<file path="config.mk">
export PLATFORM = sky130hd
export DESIGN_NAME = sram_sp_par_wrap_flat
export DESIGN_NICKNAME = d
export VERILOG_FILES = /design/src/rtl/sram_sp_par_wrap_if.sv /design/src/rtl/sram_sp_par_wrap.sv /design/src/flat_wrapper.sv
export SDC_FILE = /design/constraint.sdc
export NUM_CORES = 2
export LEC_CHECK = 0
export CAP_MARGIN = 20
export CORE_UTILIZATION = 55
export CTS_BUF_LIST = sky130_fd_sc_hd__clkbuf_8
export DETAILED_ROUTE_END_ITERATION = 16
export PLACE_DENSITY_LB_ADDON = 0.15
export SYNTH_ARGS = -nofsm -noshare
export SYNTH_HDL_FRONTEND = slang
export SYNTH_MEMORY_MAX_BITS = 65536
export SYNTH_SLANG_ARGS = --single-unit
</file>
<file path="constraint.sdc">
create_clock -name CLK -period 36.3 [get_ports CLK]
set_input_delay 7.26 -clock CLK [delete_from_list [all_inputs] [get_ports CLK]]
set_output_delay 7.26 -clock CLK [all_outputs]
set_load 0.1 [all_outputs]
</file>
<file path="src/rtl/sram_sp_par_wrap_if.sv">
// Client-side bus of the parity-protected SRAM wrapper.
// master: ME/WE/ADR/D/inj_par out; Q/Q_vld/par_err/rdy in. slave: mirror.
interface sram_sp_par_wrap_if #(
  parameter int DW = 8,
  parameter int AW = 9
);
  logic          ME;
  logic          WE;
  logic [AW-1:0] ADR;
  logic [DW-1:0] D;
  logic          inj_par;
  logic [DW-1:0] Q;
  logic          Q_vld;
  logic          par_err;
  logic          rdy;

  modport master (
    output ME, WE, ADR, D, inj_par,
    input  Q, Q_vld, par_err, rdy
  );

  modport slave (
    input  ME, WE, ADR, D, inj_par,
    output Q, Q_vld, par_err, rdy
  );
endinterface

</file>
<file path="src/rtl/sram_sp_par_wrap.sv">
// Single-port SRAM wrapper: even parity per word, clear-on-reset, power-down.
// Ports: CLK, reset (sync, high), bus (slave), pd_req, scan_mode, par_err_adr, err_cnt, pd_ack.
module sram_sp_par_wrap #(
  parameter int DW            = 8,
  parameter int AW            = 9,
  parameter int INIT_ON_RESET = 1,
  parameter int WAKE_CYC      = 4,
  parameter int ERRCNT_W      = 8
) (
  input  logic                CLK,
  input  logic                reset,
  sram_sp_par_wrap_if.slave   bus,
  input  logic                pd_req,
  input  logic                scan_mode,
  output logic [AW-1:0]       par_err_adr,
  output logic [ERRCNT_W-1:0] err_cnt,
  output logic                pd_ack
);

  localparam int DEPTH = 2 ** AW;
  localparam int WCW   = (WAKE_CYC > 1) ? $clog2(WAKE_CYC) : 1;

  typedef enum logic [1:0] {
    S_INIT,
    S_IDLE,
    S_PD,
    S_WAKE
  } state_t;

  state_t        state;
  logic [AW-1:0] init_adr;
  logic [WCW-1:0] wake_cnt;

  logic [DW:0]   mem [DEPTH];
  logic [DW:0]   rd_w;
  logic          rd_err;
  logic          acc;
  logic          init_wr;
  logic          usr_wr;
  logic          wr_en;
  logic [AW-1:0] wr_adr;
  logic [DW:0]   wr_w;

  assign bus.rdy = (state == S_IDLE) && !scan_mode;
  assign acc     = bus.ME && bus.rdy;

  assign rd_w   = mem[bus.ADR];
  assign rd_err = rd_w[DW] ^ (^rd_w[DW-1:0]);

  assign init_wr = (state == S_INIT) && !scan_mode && !reset;
  assign usr_wr  = acc && bus.WE && !reset;

  always_comb begin
    wr_en  = 1'b0;
    wr_adr = bus.ADR;
    wr_w   = {(^bus.D) ^ bus.inj_par, bus.D};
    unique case (1'b1)
      init_wr: begin
        wr_en  = 1'b1;
        wr_adr = init_adr;
        wr_w   = '0;
      end
      usr_wr: wr_en = 1'b1;
      default: ;
    endcase
  end

  // Array is never reset; only the clear engine zeroes it.
  always_ff @(posedge CLK) begin
    if (wr_en) mem[wr_adr] <= wr_w;
  end

  always_ff @(posedge CLK) begin
    if (reset) begin
      state       <= (INIT_ON_RESET != 0) ? S_INIT : S_IDLE;
      init_adr    <= '0;
      wake_cnt    <= '0;
      bus.Q       <= '0;
      bus.Q_vld   <= 1'b0;
      bus.par_err <= 1'b0;
      par_err_adr <= '0;
      err_cnt     <= '0;
      pd_ack      <= 1'b0;
    end else begin
      bus.Q_vld   <= 1'b0;
      bus.par_err <= 1'b0;
      if (acc && !bus.WE) begin
        bus.Q       <= rd_w[DW-1:0];
        bus.Q_vld   <= 1'b1;
        bus.par_err <= rd_err;
        if (rd_err) begin
          par_err_adr <= bus.ADR;
          if (!(&err_cnt)) err_cnt <= err_cnt + 1'b1;
        end
      end
      if (!scan_mode) begin
        unique case (state)
          S_INIT: begin
            init_adr <= init_adr + 1'b1;
            if (&init_adr) state <= S_IDLE;
          end
          // A pending access wins; power-down waits for an idle cycle.
          S_IDLE: begin
            if (pd_req && !acc) begin
              state  <= S_PD;
              pd_ack <= 1'b1;
            end
          end
          S_PD: begin
            if (!pd_req) begin
              state    <= S_WAKE;
              pd_ack   <= 1'b0;
              wake_cnt <= WCW'(WAKE_CYC - 1);
            end
          end
          S_WAKE: begin
            if (wake_cnt == '0) state <= S_IDLE;
            else wake_cnt <= wake_cnt - 1'b1;
          end
          default: state <= S_IDLE;
        endcase
      end
    end
  end

endmodule

</file>
<file path="src/flat_wrapper.sv">
// flat-port wrapper written by rule: the top's interface ports become plain ports
module sram_sp_par_wrap_flat 
#(
  parameter int DW            = 8,
  parameter int AW            = 9,
  parameter int INIT_ON_RESET = 1,
  parameter int WAKE_CYC      = 4,
  parameter int ERRCNT_W      = 8
)
  (CLK, reset, pd_req, scan_mode, par_err_adr, err_cnt, pd_ack, bus_ME, bus_WE, bus_ADR, bus_D, bus_inj_par, bus_Q, bus_Q_vld, bus_par_err, bus_rdy);
  sram_sp_par_wrap_if #(.DW(DW), .AW(AW)) bus_i ();
  input  logic CLK;
  input  logic reset;
  input  logic pd_req;
  input  logic scan_mode;
  output logic [AW-1:0] par_err_adr;
  output logic [ERRCNT_W-1:0] err_cnt;
  output logic pd_ack;
  input wire logic [$bits(bus_i.ME)-1:0] bus_ME;
  input wire logic [$bits(bus_i.WE)-1:0] bus_WE;
  input wire logic [$bits(bus_i.ADR)-1:0] bus_ADR;
  input wire logic [$bits(bus_i.D)-1:0] bus_D;
  input wire logic [$bits(bus_i.inj_par)-1:0] bus_inj_par;
  output wire logic [$bits(bus_i.Q)-1:0] bus_Q;
  output wire logic [$bits(bus_i.Q_vld)-1:0] bus_Q_vld;
  output wire logic [$bits(bus_i.par_err)-1:0] bus_par_err;
  output wire logic [$bits(bus_i.rdy)-1:0] bus_rdy;
  assign bus_i.ME = bus_ME;
  assign bus_i.WE = bus_WE;
  assign bus_i.ADR = bus_ADR;
  assign bus_i.D = bus_D;
  assign bus_i.inj_par = bus_inj_par;
  assign bus_Q = bus_i.Q;
  assign bus_Q_vld = bus_i.Q_vld;
  assign bus_par_err = bus_i.par_err;
  assign bus_rdy = bus_i.rdy;
  sram_sp_par_wrap #(.DW(DW), .AW(AW), .INIT_ON_RESET(INIT_ON_RESET), .WAKE_CYC(WAKE_CYC), .ERRCNT_W(ERRCNT_W)) u_core (.CLK(CLK), .reset(reset), .bus(bus_i), .pd_req(pd_req), .scan_mode(scan_mode), .par_err_adr(par_err_adr), .err_cnt(err_cnt), .pd_ack(pd_ack));
endmodule
</file>
==> results.env <==
GROUTE.LAYER.MET2.USAGE=0.442
DR.PASS1.ITERS=8
OUTCOME='completed'
DETAILROUTE.VIA_COUNT=87395
HTREE_NUM_LEVELS=6
SETUP_VIOL_COUNT_FINAL=0
GP_CONGESTION=0.850
GRT_REMAINING_OVERFLOW=0
CTS.ROOT.BUFFER_CELL='sky130_fd_sc_hd__clkbuf_8'
DATA_ARRIVAL_AT_THE_ENDPOINT_OF_THE_CRITICAL_PATH_NS=9.07
YS_TYPES=55
NETLIST_INSTANCES=7755
HOLD_CLASS='reg -> reg'
PORT_BUFFERS=52
POST-ROUTE-PERIOD-UTIL=0.450
SYNTH_TOP_CELL_BY_AREA='sky130_fd_sc_hd__edfxtp_1'
RELSLEWSLACK=0.167
IOPINCOUNT=53
SYNTH_SEQ_CELLS=4649
POSTROUTEWIRELENGTH_UM=467000
TIMING.CLOCK.SKEW_NS=0.0614
CRITPATHREQUIREDTIME_NS=29.04
GLOBAL_ROUTE.USAGE.TOTAL=0.285
DIE-HEIGHT_UM=573
CTS.HOLD.BUFFERS_ADDED=0
SYNTH_CELL_AREA_SQ_UM=179000
VIASPERCELL=6.53
CTS_MADE_BUFFERS=725
DRTANTENNAVIOLNETS=0
DRV.MAX_CAP_VIOLATION_COUNT=0
LEAKAGEPOWER_nW=63.3
WORST_IR_DROP_VDD_mV=0.0411
YS_SEQ_AREA_FRAC=0.776
LAYOUT_OVERHEAD_ON_THE_SYNTHESIZED_AREA_PCT=11.8
CTSLONGESTPATHBUFFERS=4
POST_CTS_RESIZED=0
GRT_ANTENNA_BEFORE_REPAIR=21
SETUP-TNS-FINAL_NS=0
ASYNCSETRESETFLOPFRACSYNTH=0
N_FILL_CELL=22278
LAYOUT.CELLS.MOST_COMMON_LIST='sky130_fd_sc_hd__edfxtp_1 (4608), sky130_fd_sc_hd__mux4_2 (1449), sky130_fd_sc_hd__clkbuf_8 (740)'
PLACEDCELLCOUNT=12018
SYNTH_EDF_COUNT=4608
DESIGN.DIE.AREA_SQ_UM=329000
ROWS=209
MOST_COMMON_LIBRARY_CELL_IN_THE_LAYOUT_IGNORING_FILL_AND_TAPS='sky130_fd_sc_hd__edfxtp_1'
YS_TOP_CELLS_BY_AREA='sky130_fd_sc_hd__edfxtp_1 (77%), sky130_fd_sc_hd__mux4_2 (18%), sky130_fd_sc_hd__nor2_1 (1.2%), sky130_fd_sc_hd__nand2_1 (0.52%), sky130_fd_sc_hd__clkbuf_1 (0.50%)'
CRITICAL_PATH.ENDPOINT_TYPE='primary output'
TRITONCTS='done'
TIMING.FMAX_MHz=61.2
INITIAL_CORE_UTIL=0.553
WORST_SETUP_HOLD_PATH_CLK_SLEW_NS=0.06
HOLD_VIOLATIONS=0
GLOBALROUTEMET3UTIL=0.0601
LARGEST_NET_DEGREE_AT_THE_START_OF_GLOBAL_ROUTING=218
FIN_WORST_HOLD_SLACK_NS=0.484
SLEW_VIOL_FINAL=0
YOSYSWARNINGCOUNT=0
SYN-NUM-NETS=7787
FP.DIEW_UM=573
SETUP.WORST_PATH.START_CLASS='input pin'
FINISH.CELL_COUNT_WITHOUT_FILLERS=13392
GR-MAX-USAGE-LAYER='met2'
SETUP.WORST_PATH.CLASS='in -> out'
INSERTION_DELAY_NS=1.26
POWER_PER_CELL_AREA_nW_PER_UM2=53.6
DRT_ITER0_MARKERS=11590
SYNTH_TOP_FLOP_CELL='sky130_fd_sc_hd__edfxtp_1'
DETAIL_ROUTE.WL_PER_CELL_UM=34.9
CORE_AREA_SQ_UM=324000
RSZ0062_AT_GRT='no'
FIRST_GLOBAL_VIAS=87486
TIGHTESTPINTRANSITION_NS=1.25
NUMCLOCKSINKS=4649
GRT_PASS1_WL_UM=659000
POST-SYNTH-TOP-AREA-FRACTION=0.771
HPWL_UM=274000
LAYOUT-DRIVE-GT1-SHARE=0.307
POST-CTS-SETUP-BUFFERS=0
AVGSYNTHCELLAREA_SQ_UM=23.1
GLOBALROUTEMET1UTIL=0.406
FIN_CRIT_NS=16.33
TIMING.CRITICAL_PATH.FANOUT_MAX=4
ROUTE.DETAILED.DRC=0
NNETSFINAL=8502
==> worst max-delay path, stage by stage <==
cell                              delay (ns)
sky130_fd_sc_hd__clkdlybuf4s50_1        0.46
sky130_fd_sc_hd__nor2b_1                0.19
sky130_fd_sc_hd__clkdlybuf4s50_1        1.16
==> cell families after synthesis <==
logic type                 count (synthesis)  synth area share
AOI/OAI and AO/OA                        180           0.00667
buffers and inverters                    476            0.0110
and+or+nand+nor                          942            0.0214
muxes                                   1481             0.184
DFF                                     4649             0.776
adders and majority gates                  8          0.000558
xor gates and xnor gates                  19           0.00116
==> power by group <==
| part | leakage, nW | internal [mW] | switching, mW | total (mW) |
|---|---|---|---|---|
| clock | 7.70 | 2.05 | 2.06 | 4.11 |
| sequential | 42.0 | 6.00 | 0.00101 | 6.00 |
| combinational | 13.6 | 0.208 | 0.449 | 0.657 |
| total | 63.3 | 8.26 | 2.50 | 10.8 |
==> area by class of cell <==
class	instances	area, sq um	area share
clock buffers	739	10200	0.0507
diodes	26	65.1	0.000324
flip-flops and latches	4649	139000	0.694
clock inverters	559	3150	0.0157
repair buffers	447	4020	0.0201
multi-input cells	2630	38500	0.192
inverters	17	98.8	0.000493
well taps	4325	5410	0.0270
==> path summary, 6_finish.rpt <==
| check | start | to | slack [ns] | cells after the start |
|---|---|---|---|---|
| max reg2reg | u_core.state[0] | u_core.mem[56][5] | 30.65 | 10 |
| min reg2reg | u_core.par_err_adr[6] | u_core.par_err_adr[6] | 0.48 | 2 |
| min | u_core.par_err_adr[6] | u_core.par_err_adr[6] | 0.48 | 2 |
| max | scan_mode | bus_rdy | 19.97 | 3 |
==> synthesized netlist by cell type, drive strengths merged (11+ instances only) <==
cell type	count
inv	16
o21ai	15
mux4	1449
clkbuf	241
or3	13
dfxtp	41
nor3	17
a31oi	37
a211oi	11
o31ai	12
nand2	247
nor2b	20
a21oi	46
and3	38
mux2i	27
nor2	569
buf	218
a22oi	27
edfxtp	4608
==> flip-flops by register name, indices dropped and copies added (netlist names) <==
signal	flops
u_core.state	2
u_core.bus.Q_vld	1
u_core.pd_ack	1
u_core.err_cnt	8
u_core.mem	4608
u_core.init_adr	9
u_core.wake_cnt	2
u_core.bus.Q	8
u_core.bus.par_err	1
u_core.par_err_adr	9
==> layer usage <==
layer / wire length, um / share of wire
met1: 182000 / 0.39
met2: 223000 / 0.48
met3: 44600 / 0.095
met4: 17300 / 0.037
met5: 20 / 0.000043
==> stage by stage <==
step / util / instance area (sq um) / worst slack, ns / power, mW
floorplan: - / 179000 / 13.32 / 6.60
global placement: 0.573 / 186000 / 19.99 / 6.75
detailed placement: 0.576 / 187000 / 19.98 / 6.77
CTS: 0.617 / 200000 / 19.97 / 10.8
global route: 0.619 / 201000 / 19.90 / 11.1
finish: 0.619 / 201000 / 19.97 / 10.8
Note: power is estimated with default switching activity, not from simulation.
